File: config.mk
export PLATFORM = sky130hd
export DESIGN_NAME = sort_result_streamer
export DESIGN_NICKNAME = d
export VERILOG_FILES = /design/src/rtl/sort_result_streamer.sv
export SDC_FILE = /design/constraint.sdc
export NUM_CORES = 1
export LEC_CHECK = 0
export CORE_AREA = 8 8 417 419
export DETAILED_ROUTE_END_ITERATION = 7
export DIE_AREA = 0 0 425 427
export PLACE_DENSITY = 0.5
export SLEW_MARGIN = 20
export SYNTH_ARGS = -nofsm -noshare
export SYNTH_HDL_FRONTEND = slang
export SYNTH_SLANG_ARGS = --single-unit
File: constraint.sdc
create_clock -name clk -period 102.4 [get_ports clk]
set_input_delay 20.48 -clock clk [delete_from_list [all_inputs] [get_ports clk]]
set_output_delay 20.48 -clock clk [all_outputs]
set_load 0.01 [all_outputs]
File: src/rtl/sort_result_streamer.sv
// Captures the merge sorter's packed result on done_in and streams it one word per valid/ready beat.
// Optional build macro SORT_RESULT_STREAMER_ORDER_CHECK_EN adds an ascending-order check on order_err.
module sort_result_streamer #(
  parameter int unsigned N = 32,
  parameter int unsigned W = 32
) (
  input  logic                 clk,
  input  logic                 rst,
  input  logic                 done_in,
  input  logic [N*W-1:0]       data_in,
  output logic                 in_ready,
  output logic                 out_valid,
  output logic [W-1:0]         out_data,
  output logic [$clog2(N)-1:0] out_index,
  output logic                 out_last,
  input  logic                 out_ready,
  output logic                 frame_done,
  output logic                 busy,
  output logic                 overrun,
  output logic                 order_err
);

  localparam int unsigned IW = $clog2(N);
  localparam logic [IW-1:0] LAST_IDX = IW'(N - 1);

  typedef enum logic {IDLE, STREAM} state_t;

  state_t        state, state_n;
  logic [IW-1:0] idx_n;
  logic [W-1:0]  data_n;
  logic          valid_n, last_n, fd_n, ovr_n;
  logic          capture, hs;
  logic [W-1:0]  mem [N];

  assign in_ready = (state == IDLE);

  // Frame buffer: loaded only on an accepted capture, never reset.
  always_ff @(posedge clk) begin
    if (capture && !rst) begin
      for (int k = 0; k < int'(N); k++) mem[k] <= data_in[k*W +: W];
    end
  end

  always_comb begin
    state_n = state;
    idx_n   = out_index;
    data_n  = out_data;
    valid_n = out_valid;
    last_n  = out_last;
    fd_n    = 1'b0;
    ovr_n   = overrun | (done_in & (state != IDLE));
    capture = 1'b0;
    hs      = out_valid & out_ready;
    unique case (state)
      IDLE: begin
        if (done_in) begin
          capture = 1'b1;
          state_n = STREAM;
          idx_n   = '0;
          valid_n = 1'b1;
          last_n  = 1'b0;
          data_n  = data_in[W-1:0];
        end
      end
      STREAM: begin
        if (hs) begin
          if (out_last) begin
            state_n = IDLE;
            idx_n   = '0;
            valid_n = 1'b0;
            last_n  = 1'b0;
            fd_n    = 1'b1;
          end else begin
            // Preload the next word so out_data stays a plain register.
            idx_n  = out_index + IW'(1);
            last_n = (idx_n == LAST_IDX);
            data_n = mem[idx_n];
          end
        end
      end
      default: state_n = IDLE;
    endcase
  end

  always_ff @(posedge clk) begin
    if (rst) begin
      state      <= IDLE;
      out_index  <= '0;
      out_data   <= '0;
      out_valid  <= 1'b0;
      out_last   <= 1'b0;
      frame_done <= 1'b0;
      busy       <= 1'b0;
      overrun    <= 1'b0;
    end else begin
      state      <= state_n;
      out_index  <= idx_n;
      out_data   <= data_n;
      out_valid  <= valid_n;
      out_last   <= last_n;
      frame_done <= fd_n;
      busy       <= (state_n == STREAM);
      overrun    <= ovr_n;
    end
  end

`ifdef SORT_RESULT_STREAMER_ORDER_CHECK_EN
  logic [W-1:0] prev, prev_n;
  logic         err, err_n, oerr_n;

  // Compare each handshaked beat against the previous one; publish the result with frame_done.
  always_comb begin
    prev_n = prev;
    err_n  = err;
    oerr_n = order_err;
    if (capture) begin
      err_n  = 1'b0;
      oerr_n = 1'b0;
    end else if (hs) begin
      prev_n = out_data;
      if ((out_index != '0) && (out_data < prev)) err_n = 1'b1;
      if (out_last) oerr_n = err_n;
    end
  end

  always_ff @(posedge clk) begin
    if (rst) begin
      prev      <= '0;
      err       <= 1'b0;
      order_err <= 1'b0;
    end else begin
      prev      <= prev_n;
      err       <= err_n;
      order_err <= oerr_n;
    end
  end
`else
  assign order_err = 1'b0;
`endif

endmodule

# == After elaboration in Yosys (flattened, before gate mapping) ==
# Memory sizes are Yosys's and may differ from the RTL's.
# Index checks and enable logic that the tools add are counted.
# word_totals
regBits,42
ramBits,1024
inputBits,1028
out_inout_bits,44
elab_cells,49
n_memories,1
# classes
addsub,1
n_eq_ne,5
n_mux,24
n_bitwise,5
n_reduce_logical,6
# mem_list
name,depth,width,read_ports,rd_clocked_by_memory_dff,write_ports,line_no,source
mem,32,32,1,0,32,33,logic [W-1:0] mem [N];
# op_table
op,n
$mux 32,3
$pmux 32 s2,1
$mux 5,3
$mux 1,13
$pmux 5 s2,1
$ne 2x2->1 const B,3
$pmux 1 s2,3
$reduce_and 3->1,2
$add 5x1->5 const B,1
$eq 5x5->1 const B,1
$reduce_or 3->1,1
$and 1x1->1,2
$ne 2x1->1 const B,1
$not 1->1,2
$reduce_and 2->1,1
$logic_and 1x1->1,1
$logic_not 1->1,1
$or 1x1->1,1

# == Logic depth before layout (Yosys ltp) ==
# depth
ltp_word,5
mapped_depth,11

# == Worst setup path after synthesis ==
# No wires, ideal clock.
# synth_path
path_type,input port to flip-flop
start,input port done_in
end,"memory mem[0][0], enable pin"
t_arrival_ps,65885
setup_slack_ps,33961
path_stages,4
n_path_buf,2
cell_sequence,nor2b_1 clkbuf_1 clkbuf_1 nor2b_1
# synth_rtl
element,line_no,source
from (decl),9,"input logic done_in,"
to (decl),33,

==> reports/qor.csv <==
stage,metric,value,unit
global_route,grt.overflow.total,0,
logic_synthesis,synthCells,1986,
cts,clock_latency,760,ps
cts,numCtsBuffers,119,
sta,finalCritPeriodShare,24.0,%
logic_synthesis,yosys.area_share.simple,2.34,%
worst_setup_path,cp_common_cell,buf_4,
placement,io_buffers,1070,
cts,holdBufCountCts,0,
logic_synthesis,synth_compound_area_share,4.08,%
cts,cts_tree,yes,
logic_synthesis,synth-main-ff-cell,edfxtp_1,
cells_and_area,syn_to_final_growth,42.7,%
worst_setup_path,start_kind,primary input,
global_route,grt_pass1_wl,218,mm
sta,hold_slack,485,ps
logic_synthesis,yosys.area_share.adder,0.0613,%
power,sequentialPowerShare,48.7,%
logic_synthesis,yosysTopAreaCell,edfxtp_1,
sta,fmax,0.0406,GHz
sta,setup_tns,0,ps
outcome,outcome,"complete, no violations",
routing,final_antenna_net_count,0,
sta,fin_crit,24610,ps
worst_setup_path,cp_cell_sequence,clkdlybuf4s50_1 -> nor2b_4 -> buf_4 -> nor2b_4 -> buf_4 -> buf_4 -> buf_4,
floorplanning,die_h,427,um
global_route,grt_max_degree,197,
power,intPower,0.810,mW
floorplanning,boundaryPins,1072,
routing,firstDrtPassIters,5,
power,peakVddDrop,0.0150,mV
logic_synthesis,yosys.area.top_type_share,75.3,%
power,leakage,19.9,nW
power,switching_share,21.7,%
logic_synthesis,synth_warnings,0,
sta,skew,43.6,ps
worst_setup_path,critPathKind,primary input to register,
logic_synthesis,netlist_top_cells_count,"edfxtp_1 (1024), mux4_2 (192), mux2i_1 (161)",
logic_synthesis,yosys-mux-area-fraction,14.5,%
cells_and_area,multi_input_area,8730,um^2
sta,setup_viol,0,
worst_setup_path,arrival,24980,ps
power,p_sw,0.224,mW
job,cap_violations,0,
logic_synthesis,syn_avg_cell_area,20.6,um^2
cells_and_area,final_cell_count_no_fill,5450,
floorplanning,coreArea,168000,um^2
cells_and_area,regArea,31600,um^2
global_route,grt_pass1_vias,25600,
logic_synthesis,postSynth.asyncResetShare,0,%
logic_synthesis,yosysMostFrequentCell,edfxtp_1,
sta,rsz0062_at_grt,false,
global_route,antenna_found_initial,48,
cts,cts.clk_slew.worst_paths,60,ps
logic_synthesis,synth_cell_type_count,38,
worst_setup_path,crit_required,102760,ps
placement,dp_hpwl,126,mm
logic_synthesis,synth-xor-area-share,0.132,%
worst_setup_path,end_kind,register,
floorplanning,die_area,181000,um^2
cts,clkSinkCount,1066,
routing,routedWlPerCell,30.6,um
cts,cts_buffer_depth,3,
cells_and_area,fillCellCount,16000,
floorplanning,die_width,425,um
floorplanning,start_util,24.3,%
power,power_density,17.7,nW/um^2
logic_synthesis,ys_ff_latch,1066,
worst_setup_path,cp_max_fo,78,
worst_hold_path,hold_path_class,register to register,
routing,vias,23900,
global_route,grt_use_total,17.5,%
routing,wl,167,mm
cts,htree_levels,3,
cts,post_cts_buffers,0,
logic_synthesis,synth_edf_count,1024,
logic_synthesis,synth_top_family_by_area,multiplexers,
power,combPwrFrac,8.5,%
floorplanning,num_rows,151,
sta,slew_viol_final,0,
sta,hold_violations,0,
routing,vias_per_cell,4.39,
cells_and_area,nets,4132,
placement,place.gp.congestion,0.788,
cts,cts_resized,0,
sta,worstMarginPinSlew,1140,ps
routing,drc,0,
routing,drt_iter0_drc,1761,
placement,dp.cells,5199,
worst_setup_path,cpPeakStageDelay,890,ps
cts,root_buffer,clkbuf_16,
worst_setup_path,crit_path_top_delay_cell,buf_4,
power,power,1.03,mW
power,p_clk_share,42.8,%
sta,timing.slew.headroom,23.8,%
logic_synthesis,ys_top_cells_by_area,"edfxtp_1 (75%), mux4_2 (11%), mux2i_1 (3.9%), dfxtp_1 (2.1%), a22oi_1 (1.8%)",
logic_synthesis,syn_area,40800,um^2
logic_synthesis,synthesis.nets,3016,
cells_and_area,drive_gt1_share,13.5,%
logic_synthesis,yosysSeqAreaShare,77.4,%
==> stage by stage <==
| stage | cell area, um^2 | setup WS (ps) | utilization [%] |
|---|---|---|---|
| 2_1_floorplan | 40800 | 33960 | - |
| 3_3_place_gp | 54200 | 76940 | 32.3 |
| 3_5_place_dp | 54200 | 76880 | 32.3 |
| 4_1_cts | 58200 | 77780 | 34.7 |
| 5_1_grt | 58200 | 77530 | 34.7 |
| 6_report | 58300 | 77790 | 34.7 |
==> final timing paths <==
| kind | from | end | slack (ps) | cells past startpoint |
|---|---|---|---|---|
| max reg2reg | out_index[0] | out_data[29] | 97320 | 9 |
| max | done_in | mem[30][18] | 77790 | 7 |
| min reg2reg | overrun | overrun | 490 | 2 |
| min | overrun | overrun | 490 | 2 |
==> layout by cell type, fill, tap and decap left out, types with 3 or more instances in the layout <==
cell type	instances
a21o_1	33
a21oi_1	7
a22oi_1	98
a32oi_1	32
a41o_1	32
buf_12	3
buf_4	43
bufinv_16	17
clkbuf_1	22
clkbuf_16	119
clkbuf_8	3
clkdlybuf4s50_1	1069
clkinv_1	25
clkinv_2	21
clkinv_4	3
clkinvlp_4	4
dfxtp_1	41
diode_2	27
edfxtp_1	1024
inv_6	6
mux2i_1	161
mux4_2	192
nand2_1	132
nand3_1	34
nor2_1	41
nor2_4	5
nor2b_4	3
nor3_1	5
==> worst max-delay path, delay by kind of cell <==
| kind | cells | cell delay, ps |
|---|---|---|
| AND/OR/NAND/NOR | 2 | 830 |
| buffers and inverters | 5 | 3490 |
==> cell type report <==
class	count	area share, %
repair buffers	1115	19.0
clock buffers	144	5.32
multi-input cells	798	15.0
flip-flops and latches	1066	54.2
clock inverters	80	1.56
diodes	27	0.116
inverters	2	0.0129
well taps	2218	4.76
==> power by group through the flow <==
stage | clock network (mW) | registers [mW] | logic (mW)
2_1_floorplan | 0 | 0.541 | 0.0316
3_3_place_gp | 0 | 0.513 | 0.0884
3_5_place_dp | 0 | 0.513 | 0.0889
4_1_cts | 0.456 | 0.504 | 0.0892
5_1_grt | 0.470 | 0.505 | 0.0932
6_report | 0.442 | 0.504 | 0.0876
==> flip-flops by register name (all words and copies together), names as in the netlist <==
| name | cells |
|---|---|
| mem | 1024 |
| out_data | 32 |
| out_index | 5 |
| frame_done | 1 |
| out_last | 1 |
| out_valid | 1 |
| overrun | 1 |
| state | 1 |
==> layer usage <==
metal | global-route usage [%] | vias to the layer above | routed length, um
met5 | 0 | - | 184
met4 | 5.09 | 28 | 4010
met3 | 5.12 | 203 | 11800
met2 | 32.6 | 834 | 90400
met1 | 19.1 | 12300 | 60200
li1 | - | 10500 | -
==> cells by family after synthesis <==
logic type      after synthesis
compound gates              209
fa+ha+maj                     2
xor+xnor                      4
other cells                   1
simple gates                229
mux                         353
flops                      1066
buf+inv                     122
Note: power is estimated with default switching activity, not from simulation.
